## src/rtl/match_sequencer_if.sv

```systemverilog
// match_sequencer_if: key/point inputs and game-control outputs of the match sequencer
//   master: sequencer side (takes keys and point pulses, drives game_rst/game_tick/scores/state)
//   slave : front end / datapath / display side
interface match_sequencer_if;
    logic       start_key;
    logic       pause_key;
    logic       point_left;
    logic       point_right;
    logic       game_rst;
    logic       game_tick;
    logic       serve_dir;
    logic [3:0] score_left;
    logic [3:0] score_right;
    logic [1:0] winner;
    logic [2:0] state;
    modport master (
        input  start_key, pause_key, point_left, point_right,
        output game_rst, game_tick, serve_dir, score_left, score_right, winner, state
    );
    modport slave (
        output start_key, pause_key, point_left, point_right,
        input  game_rst, game_tick, serve_dir, score_left, score_right, winner, state
    );
endinterface

```

## src/rtl/match_sequencer.sv

```systemverilog
// match_sequencer: pong match controller (idle/serve/play/pause/point/over), scores, game step enable
//   clk        system clock
//   rst        synchronous active-low reset
//   bus.master start_key/pause_key levels (rising edges used), point_left/point_right pulses in;
//              game_rst, game_tick, serve_dir, score_left, score_right, winner, state out (all registered)
module match_sequencer #(
    parameter int TICK_DIV     = 262144,
    parameter int SERVE_CYCLES = 25000000,
    parameter int WIN_SCORE    = 9
) (
    input logic             clk,
    input logic             rst,
    match_sequencer_if.master bus
);
    typedef enum logic [2:0] {IDLE = 3'd0, SERVE = 3'd1, PLAY = 3'd2, PAUSED = 3'd3, POINT = 3'd4, OVER = 3'd5} state_t;
    localparam int DW = $clog2(TICK_DIV);
    localparam int CW = $clog2(SERVE_CYCLES + 1);
    localparam logic [DW-1:0] DIV_MAX  = DW'(TICK_DIV - 1);
    localparam logic [CW-1:0] CNT_LOAD = CW'(SERVE_CYCLES - 1);
    localparam logic [3:0]    WIN_M1   = 4'(WIN_SCORE - 1);
    state_t        st;
    logic [DW-1:0] div;
    logic [CW-1:0] cnt;
    logic          start_q, pause_q, scorer_left;
    logic          game_rst, game_tick, serve_dir;
    logic [3:0]    score_left, score_right;
    logic [1:0]    winner;
    logic          start_edge, pause_edge, point_win;
    always_comb begin
        start_edge = bus.start_key & ~start_q;
        pause_edge = bus.pause_key & ~pause_q;
        point_win  = (scorer_left ? score_left : score_right) == WIN_M1;
    end
    always_ff @(posedge clk) begin
        if (!rst) begin
            st          <= IDLE;
            game_rst    <= 1'b1;
            game_tick   <= 1'b0;
            serve_dir   <= 1'b0;
            score_left  <= '0;
            score_right <= '0;
            winner      <= 2'b00;
            div         <= '0;
            cnt         <= '0;
            start_q     <= 1'b0;
            pause_q     <= 1'b0;
            scorer_left <= 1'b0;
        end else begin
            start_q   <= bus.start_key;
            pause_q   <= bus.pause_key;
            game_tick <= 1'b0;
            case (st)
                IDLE: if (start_edge) begin
                    st  <= SERVE;
                    cnt <= CNT_LOAD;
                end
                SERVE: begin
                    game_rst <= 1'b0;
                    if (cnt == '0) begin
                        st  <= PLAY;
                        div <= '0;
                    end else cnt <= cnt - 1'b1;
                end
                PLAY: begin
                    if (bus.point_left && bus.point_right) begin
                        st       <= SERVE;
                        cnt      <= CNT_LOAD;
                        game_rst <= 1'b1;
                    end else if (bus.point_left || bus.point_right) begin
                        scorer_left <= bus.point_left;
                        st          <= POINT;
                    end else if (pause_edge) st <= PAUSED;
                    else begin
                        // divider only advances on cycles that stay in PLAY, so a pause freezes it in place
                        div       <= (div == DIV_MAX) ? '0 : div + 1'b1;
                        game_tick <= div == DIV_MAX;
                    end
                end
                PAUSED: begin
                    if (start_edge) begin
                        st          <= IDLE;
                        score_left  <= '0;
                        score_right <= '0;
                        game_rst    <= 1'b1;
                    end else if (pause_edge) st <= PLAY;
                end
                POINT: begin
                    if (scorer_left) score_left <= score_left + 4'd1;
                    else score_right <= score_right + 4'd1;
                    serve_dir <= scorer_left;
                    st        <= point_win ? OVER : SERVE;
                    winner    <= point_win ? (scorer_left ? 2'b01 : 2'b10) : 2'b00;
                    cnt       <= CNT_LOAD;
                    game_rst  <= 1'b1;
                end
                OVER: if (start_edge) begin
                    st          <= SERVE;
                    score_left  <= '0;
                    score_right <= '0;
                    winner      <= 2'b00;
                    cnt         <= CNT_LOAD;
                end
                default: st <= IDLE;
            endcase
        end
    end
    assign bus.game_rst    = game_rst;
    assign bus.game_tick   = game_tick;
    assign bus.serve_dir   = serve_dir;
    assign bus.score_left  = score_left;
    assign bus.score_right = score_right;
    assign bus.winner      = winner;
    assign bus.state       = st;
endmodule
```

## src/flat_wrapper.sv

```systemverilog
// flat-port wrapper written by rule: the top's interface ports become plain ports
module match_sequencer_flat 
#(
    parameter int TICK_DIV     = 262144,
    parameter int SERVE_CYCLES = 25000000,
    parameter int WIN_SCORE    = 9
)
  (clk, rst, bus_start_key, bus_pause_key, bus_point_left, bus_point_right, bus_game_rst, bus_game_tick, bus_serve_dir, bus_score_left, bus_score_right, bus_winner, bus_state);
  match_sequencer_if bus_i ();
  input logic clk;
  input logic rst;
  input wire logic [$bits(bus_i.start_key)-1:0] bus_start_key;
  input wire logic [$bits(bus_i.pause_key)-1:0] bus_pause_key;
  input wire logic [$bits(bus_i.point_left)-1:0] bus_point_left;
  input wire logic [$bits(bus_i.point_right)-1:0] bus_point_right;
  output wire logic [$bits(bus_i.game_rst)-1:0] bus_game_rst;
  output wire logic [$bits(bus_i.game_tick)-1:0] bus_game_tick;
  output wire logic [$bits(bus_i.serve_dir)-1:0] bus_serve_dir;
  output wire logic [$bits(bus_i.score_left)-1:0] bus_score_left;
  output wire logic [$bits(bus_i.score_right)-1:0] bus_score_right;
  output wire logic [$bits(bus_i.winner)-1:0] bus_winner;
  output wire logic [$bits(bus_i.state)-1:0] bus_state;
  assign bus_i.start_key = bus_start_key;
  assign bus_i.pause_key = bus_pause_key;
  assign bus_i.point_left = bus_point_left;
  assign bus_i.point_right = bus_point_right;
  assign bus_game_rst = bus_i.game_rst;
  assign bus_game_tick = bus_i.game_tick;
  assign bus_serve_dir = bus_i.serve_dir;
  assign bus_score_left = bus_i.score_left;
  assign bus_score_right = bus_i.score_right;
  assign bus_winner = bus_i.winner;
  assign bus_state = bus_i.state;
  match_sequencer #(.TICK_DIV(TICK_DIV), .SERVE_CYCLES(SERVE_CYCLES), .WIN_SCORE(WIN_SCORE)) u_core (.clk(clk), .rst(rst), .bus(bus_i));
endmodule
```

## config.mk

```make
export PLATFORM = sky130hd
export DESIGN_NAME = match_sequencer_flat
export DESIGN_NICKNAME = d
export VERILOG_FILES = /design/src/rtl/match_sequencer_if.sv /design/src/rtl/match_sequencer.sv /design/src/flat_wrapper.sv
export SDC_FILE = /design/constraint.sdc
export NUM_CORES = 1
export LEC_CHECK = 0
export CORE_MARGIN = 1.5
export CORE_UTILIZATION = 45
export DETAILED_ROUTE_END_ITERATION = 12
export GPL_TIMING_DRIVEN = 0
export PLACE_DENSITY = 0.72
export SYNTH_ARGS = -nofsm -noshare
export SYNTH_HDL_FRONTEND = slang
export SYNTH_SLANG_ARGS = --single-unit
```

## constraint.sdc

```tcl
create_clock -name clk -period 2.5 [get_ports clk]
set_input_delay 0.25 -clock clk [delete_from_list [all_inputs] [get_ports clk]]
set_output_delay 0.25 -clock clk [all_outputs]
set_load 0.02 [all_outputs]
```

* Yosys cells after proc, flatten, opt, wreduce, memory -nomap -nowiden
Index checks and enable logic that the tools add are counted.
Word-level totals: input bits 6, register bits 62, word-level logic and storage cells 96, output and inout bits 16
Operators by class: muxes and demuxes 32, reduce and logical (&&, ||, !) cells 20, eq/ne operators 21, bitwise logic cells 7, add/sub/neg operators 4
Operators with widths (number):
- 25-bit one-hot mux with 4 select lines | 1
- 18-bit 2-to-1 mux | 5
- 25-bit 2-to-1 mux | 3
- 18-bit one-hot mux with 2 select lines | 1
- 25-bit logical NOT | 1
- 25-bit by 1-bit subtractor with 25-bit output, second input constant | 1
- 3-bit 2-to-1 mux | 8
- 18-bit by 1-bit adder with 18-bit output, second input constant | 1
- 18-bit equality test, second input constant | 1
- 4-bit 2-to-1 mux | 4
- 4-bit one-hot mux with 2 select lines | 2
- 3-bit one-hot mux with 5 select lines | 1
- 2-bit by 1-bit inequality test with 1-bit output, second input constant | 7
- 3-bit AND reduction | 4
- 2-bit inequality test, second input constant | 5
- 4-bit by 1-bit adder with 4-bit output, second input constant | 2
- 4-bit AND reduction | 2
- 4-bit nonzero test | 2
- 3-bit by 2-bit equality test with 1-bit output, second input constant | 2
- 3-bit equality test, second input constant | 2
- 2-bit 2-to-1 mux | 3
- 2-bit nonzero test | 3
- 1-bit NOT | 5
- 5-bit AND reduction | 1
- other kinds (14) | 17

* Logic depth before layout (Yosys ltp)
depth after elaboration 6, gate-level depth with buffers 9, gate-level depth less buffers 7

* Worst setup path before layout
No wires, ideal clock.
path kind register -> register, start register u_core.st[1], in the netlist u_core.bus.state[1], end register u_core.div[13], clock period less this slack 2.063 ns, path slack 0.437 ns, cell stages (with the launch flop) 8, library setup time 0.072 ns, path buffers 2, data arrival time 1.991 ns, path through dfxtp_1 buf_4 nor4b_4 nand3_1 o21a_1 buf_6 or4_1 a21oi_1
Between the ends: longest elaborated chain between the ends 3, elaborated cells between the ends (all ways) 9, those cells by class 6 x eq/ne; 1 x mux; 2 x reduce/logical
RTL lines:
- from (decl) | line match_sequencer.sv:21 | state_t st;
- from (signal assigned) | line match_sequencer.sv:91 | st <= point_win ? OVER : SERVE;
- 3-bit by 2-bit equality test with 1-bit output or 3-bit by 1-bit equality test with 1-bit output (tied branches) | line match_sequencer.sv:52 | case (st)
- 2-bit inequality test (no source line) (tied with other cells)
- 5-bit AND reduction (no source line)
- to (signal assigned) | line match_sequencer.sv:75 | div <= (div == DIV_MAX) ? '0 : div + 1'b1;
- to (decl) | line match_sequencer.sv:22 | logic [DW-1:0] div;
Parallel ways exist; a longest one is shown, timed or not. A chain may end at the register's enable or synchronous reset.

* Final worst setup path
start register u_core.cnt[2], end register u_core.cnt[17]
Between the ends: longest elaborated chain between the ends 3, elaborated cells between the ends (all ways) 6, those cells by class 1 x add/sub; 1 x eq/ne; 2 x mux; 2 x reduce/logical
RTL lines:
- from (decl) | line match_sequencer.sv:23 | logic [CW-1:0] cnt;
- from (signal assigned) | line match_sequencer.sv:62 | end else cnt <= cnt - 1'b1;
- 25-bit by 1-bit subtractor with 25-bit output or 25-bit logical NOT (tied branches) | line match_sequencer.sv:62, match_sequencer.sv:59
- 25-bit 2-to-1 mux or 2-bit inequality test (tied branches)
- 25-bit one-hot mux with 4 select lines or 4-bit AND reduction (tied branches)
Parallel ways exist; a longest one is shown, timed or not. The select of a mux whose other input is x is not followed.

==> key figures <==
Run status
  • Result of the run: complete, no violations

Final layout
  • Core utilization of the finished layout: 0.550
  • Nets: 455
  • Number of inserted diodes: 0
  • Layout overhead on the synthesized area: 16.2%
  • Fillers: 691
  • Post-route non-filler standard cell count: 546
  • Most used cells in the layout excluding fill and tap cells: sky130_fd_sc_hd__dfxtp_1 (62), sky130_fd_sc_hd__nand2_1 (43), sky130_fd_sc_hd__nor2_1 (21), sky130_fd_sc_hd__clkdlybuf4s50_1 (21)
  • Final standard cell area without fillers: 4060 sq um
  • Most frequent standard cell in the layout excluding fill and tap cells: sky130_fd_sc_hd__dfxtp_1
  • Fraction of final layout cells sized beyond drive strength 1: 0.105

Placed design
  • Placed cell area: 3820 sq um
  • Input/output buffers: 21
  • HPWL Detailed: 6.00 mm
  • Cell count after placement: 530
  • Final weighted congestion of routability-driven global placement: 0.900
  • Setup WS pre-CTS: -0.182 ns

Clock network
  • H-tree depth: 3
  • Clk sinks: 62
  • Hold buffer count at cts: 0
  • TritonCTS clock tree: done
  • Clk_lat worst skew: 0.35 ns
  • Clk pin slew, worst setup/hold paths: 0.07 ns
  • Clock tree root buffer cell: sky130_fd_sc_hd__clkbuf_8
  • Num CTS Buffers: 9
  • Buffer depth of the longest clock path: 2

Timing
  • Number of max-slew violations in the final report: 0
  • Count of endpoints failing setup in the final report: 0
  • Worst Tran Pin Value: 0.912 ns
  • Sum of negative setup slack: 0 ns
  • Final Skew: 0.0105 ns
  • Headroom to the max-slew limit: 0.387
  • Final hold violation count: 0
  • PnR worst setup slack: 0.0649 ns
  • Final Critical Period: 2.44 ns
  • Highest clock rate: 411 MHz
  • Post-route fraction of the period consumed by the critical path: 0.974
  • Worst hold slack: 0.457 ns

Global routing
  • Maximum number of pins on one net before global-route repair: 11
  • Global-route wire length before repair: 14.3 mm
  • Initial antenna violation count: 0
  • Total global routing track utilization: 0.211
  • Final global-route overflow total: 0
  • Vias in the first global route: 3065

Detailed routing
  • Detailed route wirelength on metal2: 3.98 mm
  • Total number of vias: 3310
  • Number of nets with antenna violations after routing: 0
  • Routed WL: 8.49 mm
  • Number of violations reported at the end of detailed-routing iteration 0: 312
  • Highest metal layer with signal wires: met4
  • Average via count per standard cell: 6.06
  • WL met1: 3.99 mm
  • Routed wire length on met3: 404 um
  • Post-DR wirelength/cell: 15.5 um
  • Total DRC errors in the routed layout: 0
  • Number of iterations in the first detailed-routing pass: 5

Logic synthesis
  • Post-synth net total: 423
  • Leading register cell type out of synthesis: sky130_fd_sc_hd__dfxtp_1
  • Synth Cell Area: 3490 sq um
  • Number of synthesized register bits: 62
  • Mean area per synthesized cell: 8.51 sq um
  • Number of enable flip-flop cells after synthesis: 0
  • Seq/Total Area, Yosys: 0.356
  • Number of unique standard cell types used by synthesis: 65
  • Yosys warnings: 0
  • Post-synthesis instance total: 410
  • Share of synthesized flip-flops with an asynchronous set or reset: 0

Floorplanning
  • Starting density of the core: 0.474
  • Core Area: 7370 sq um
  • Die Width: 91.1 um
  • Count of boundary I/O pins: 22
  • Overall die area: 8290 sq um
  • Die extent in y: 91.1 um
  • Cell Rows: 31

Power
  • Overall power after layout: 2.42 mW
  • Total power density per cell area: 597 nW/um^2
  • Peak VDD IR: 0.000301 V
  • Leakage: 1.40 nW

Job
  • Maxcap violations: 0

Worst setup path
  • Worst Reg-to-Reg Cells: 5
  • Crit start category: flip-flop
  • Top fanout value on the critical path: 7
  • Critical path class: flip-flop to flip-flop
  • Type of element capturing the critical path: flip-flop
  • WP data arrival: 2.70 ns
  • Required time at the endpoint of the critical path: 2.76 ns

Min path
  • Hold Path Depth: 2
  • Hold Path Class: flip-flop to flip-flop
-- timing repair --
item                       in CTS  in global routing
resized for setup               1                  9
setup endpoints to repair       1                 22
setup buffers                   0                  0
-- cell type report --
cell class / count / area (sq um) / share of cell area
inverters: 13 / 48.8 / 0.0120
multi-input cells: 318 / 2160 / 0.532
flip-flops and latches: 62 / 1240 / 0.306
clock buffers: 11 / 131 / 0.0324
clock inverters: 5 / 50.0 / 0.0123
well taps: 99 / 124 / 0.0305
repair buffers: 21 / 210 / 0.0518
plain buffers: 17 / 93.8 / 0.0231
-- power by group --
part           internal, mW  switching [mW]  total, mW
registers              1.04          0.0834       1.12
logic                 0.191           0.267      0.457
clock network         0.454           0.388      0.842
total                  1.68           0.738       2.42
-- worst paths after layout --
check                       start                   end  slack [ns]
max                 u_core.cnt[2]        u_core.cnt[17]        0.06
min          u_core.bus.winner[1]  u_core.bus.winner[1]        0.46
max reg2reg         u_core.cnt[2]        u_core.cnt[17]        0.06
min reg2reg  u_core.bus.winner[1]  u_core.bus.winner[1]        0.46
-- sequential cells by signal (all words and copies together) (netlist names) --
| signal | flops |
|---|---|
| u_core.bus.game_rst | 1 |
| u_core.scorer_left | 1 |
| u_core.cnt | 25 |
| u_core.pause_q | 1 |
| u_core.bus.score_left | 4 |
| u_core.start_q | 1 |
| u_core.bus.state | 3 |
| u_core.bus.winner | 2 |
| u_core.bus.serve_dir | 1 |
| u_core.bus.score_right | 4 |
| u_core.bus.game_tick | 1 |
| u_core.div | 18 |
-- metal layers --
layer / vias to the layer above / global-route usage
met5: - / 0
met4: 0 / 0.0547
li1: 1619 / -
met1: 1579 / 0.277
met2: 100 / 0.344
met3: 12 / 0.0536
-- synth_stat cells (all sizes together), types with 2 or more instances --
| library cell | instances | area, sq um |
|---|---|---|
| and4 | 2 | 17.5 |
| nand2b | 11 | 68.8 |
| or2 | 4 | 25.0 |
| a31oi | 11 | 68.8 |
| a32oi | 5 | 43.8 |
| inv | 13 | 48.8 |
| xor2 | 3 | 26.3 |
| nand3b | 3 | 22.5 |
| dfxtp | 62 | 1240 |
| a311oi | 9 | 78.8 |
| o31ai | 11 | 82.6 |
| a21boi | 2 | 15.0 |
| or4 | 8 | 60.1 |
| clkbuf | 10 | 37.5 |
| nand3 | 20 | 105 |
| nand4 | 9 | 62.6 |
| ha | 7 | 87.6 |
| nand2 | 43 | 161 |
| a22oi | 2 | 15.0 |
| nor3b | 3 | 32.5 |
| a21o | 2 | 15.0 |
| and3 | 4 | 25.0 |
| nor4 | 16 | 149 |
| and2 | 8 | 50.1 |
| a22o | 2 | 17.5 |
| mux2i | 13 | 130 |
| buf | 7 | 55.1 |
| nor4b | 2 | 38.8 |
| nor2 | 21 | 78.8 |
| nor2b | 5 | 31.3 |
| or3 | 4 | 25.0 |
| o32ai | 2 | 25.0 |
| a211oi | 3 | 22.5 |
| o21ai | 19 | 95.1 |
| xnor2 | 4 | 35.0 |
| nor3 | 16 | 85.1 |
| o21a | 5 | 37.5 |
| a31o | 2 | 17.5 |
| o31a | 5 | 43.8 |
| a21oi | 20 | 100 |
-- critical path: stages (launching register included) --
cell and delay, ns:
sky130_fd_sc_hd__dfxtp_1 0.40, sky130_fd_sc_hd__nor4_1 0.78, sky130_fd_sc_hd__nand3_1 0.26, sky130_fd_sc_hd__o21bai_1 0.31, sky130_fd_sc_hd__or4_1 0.43, sky130_fd_sc_hd__a21boi_0 0.17
-- cells by family after synthesis --
logic type	share of synthesized area
flops	0.356
xor+xnor	0.0176
mux	0.0373
compound gates	0.216
simple gates	0.305
fa+ha+maj	0.0280
buf+inv	0.0405
Note: power is estimated with default switching activity, not from simulation.
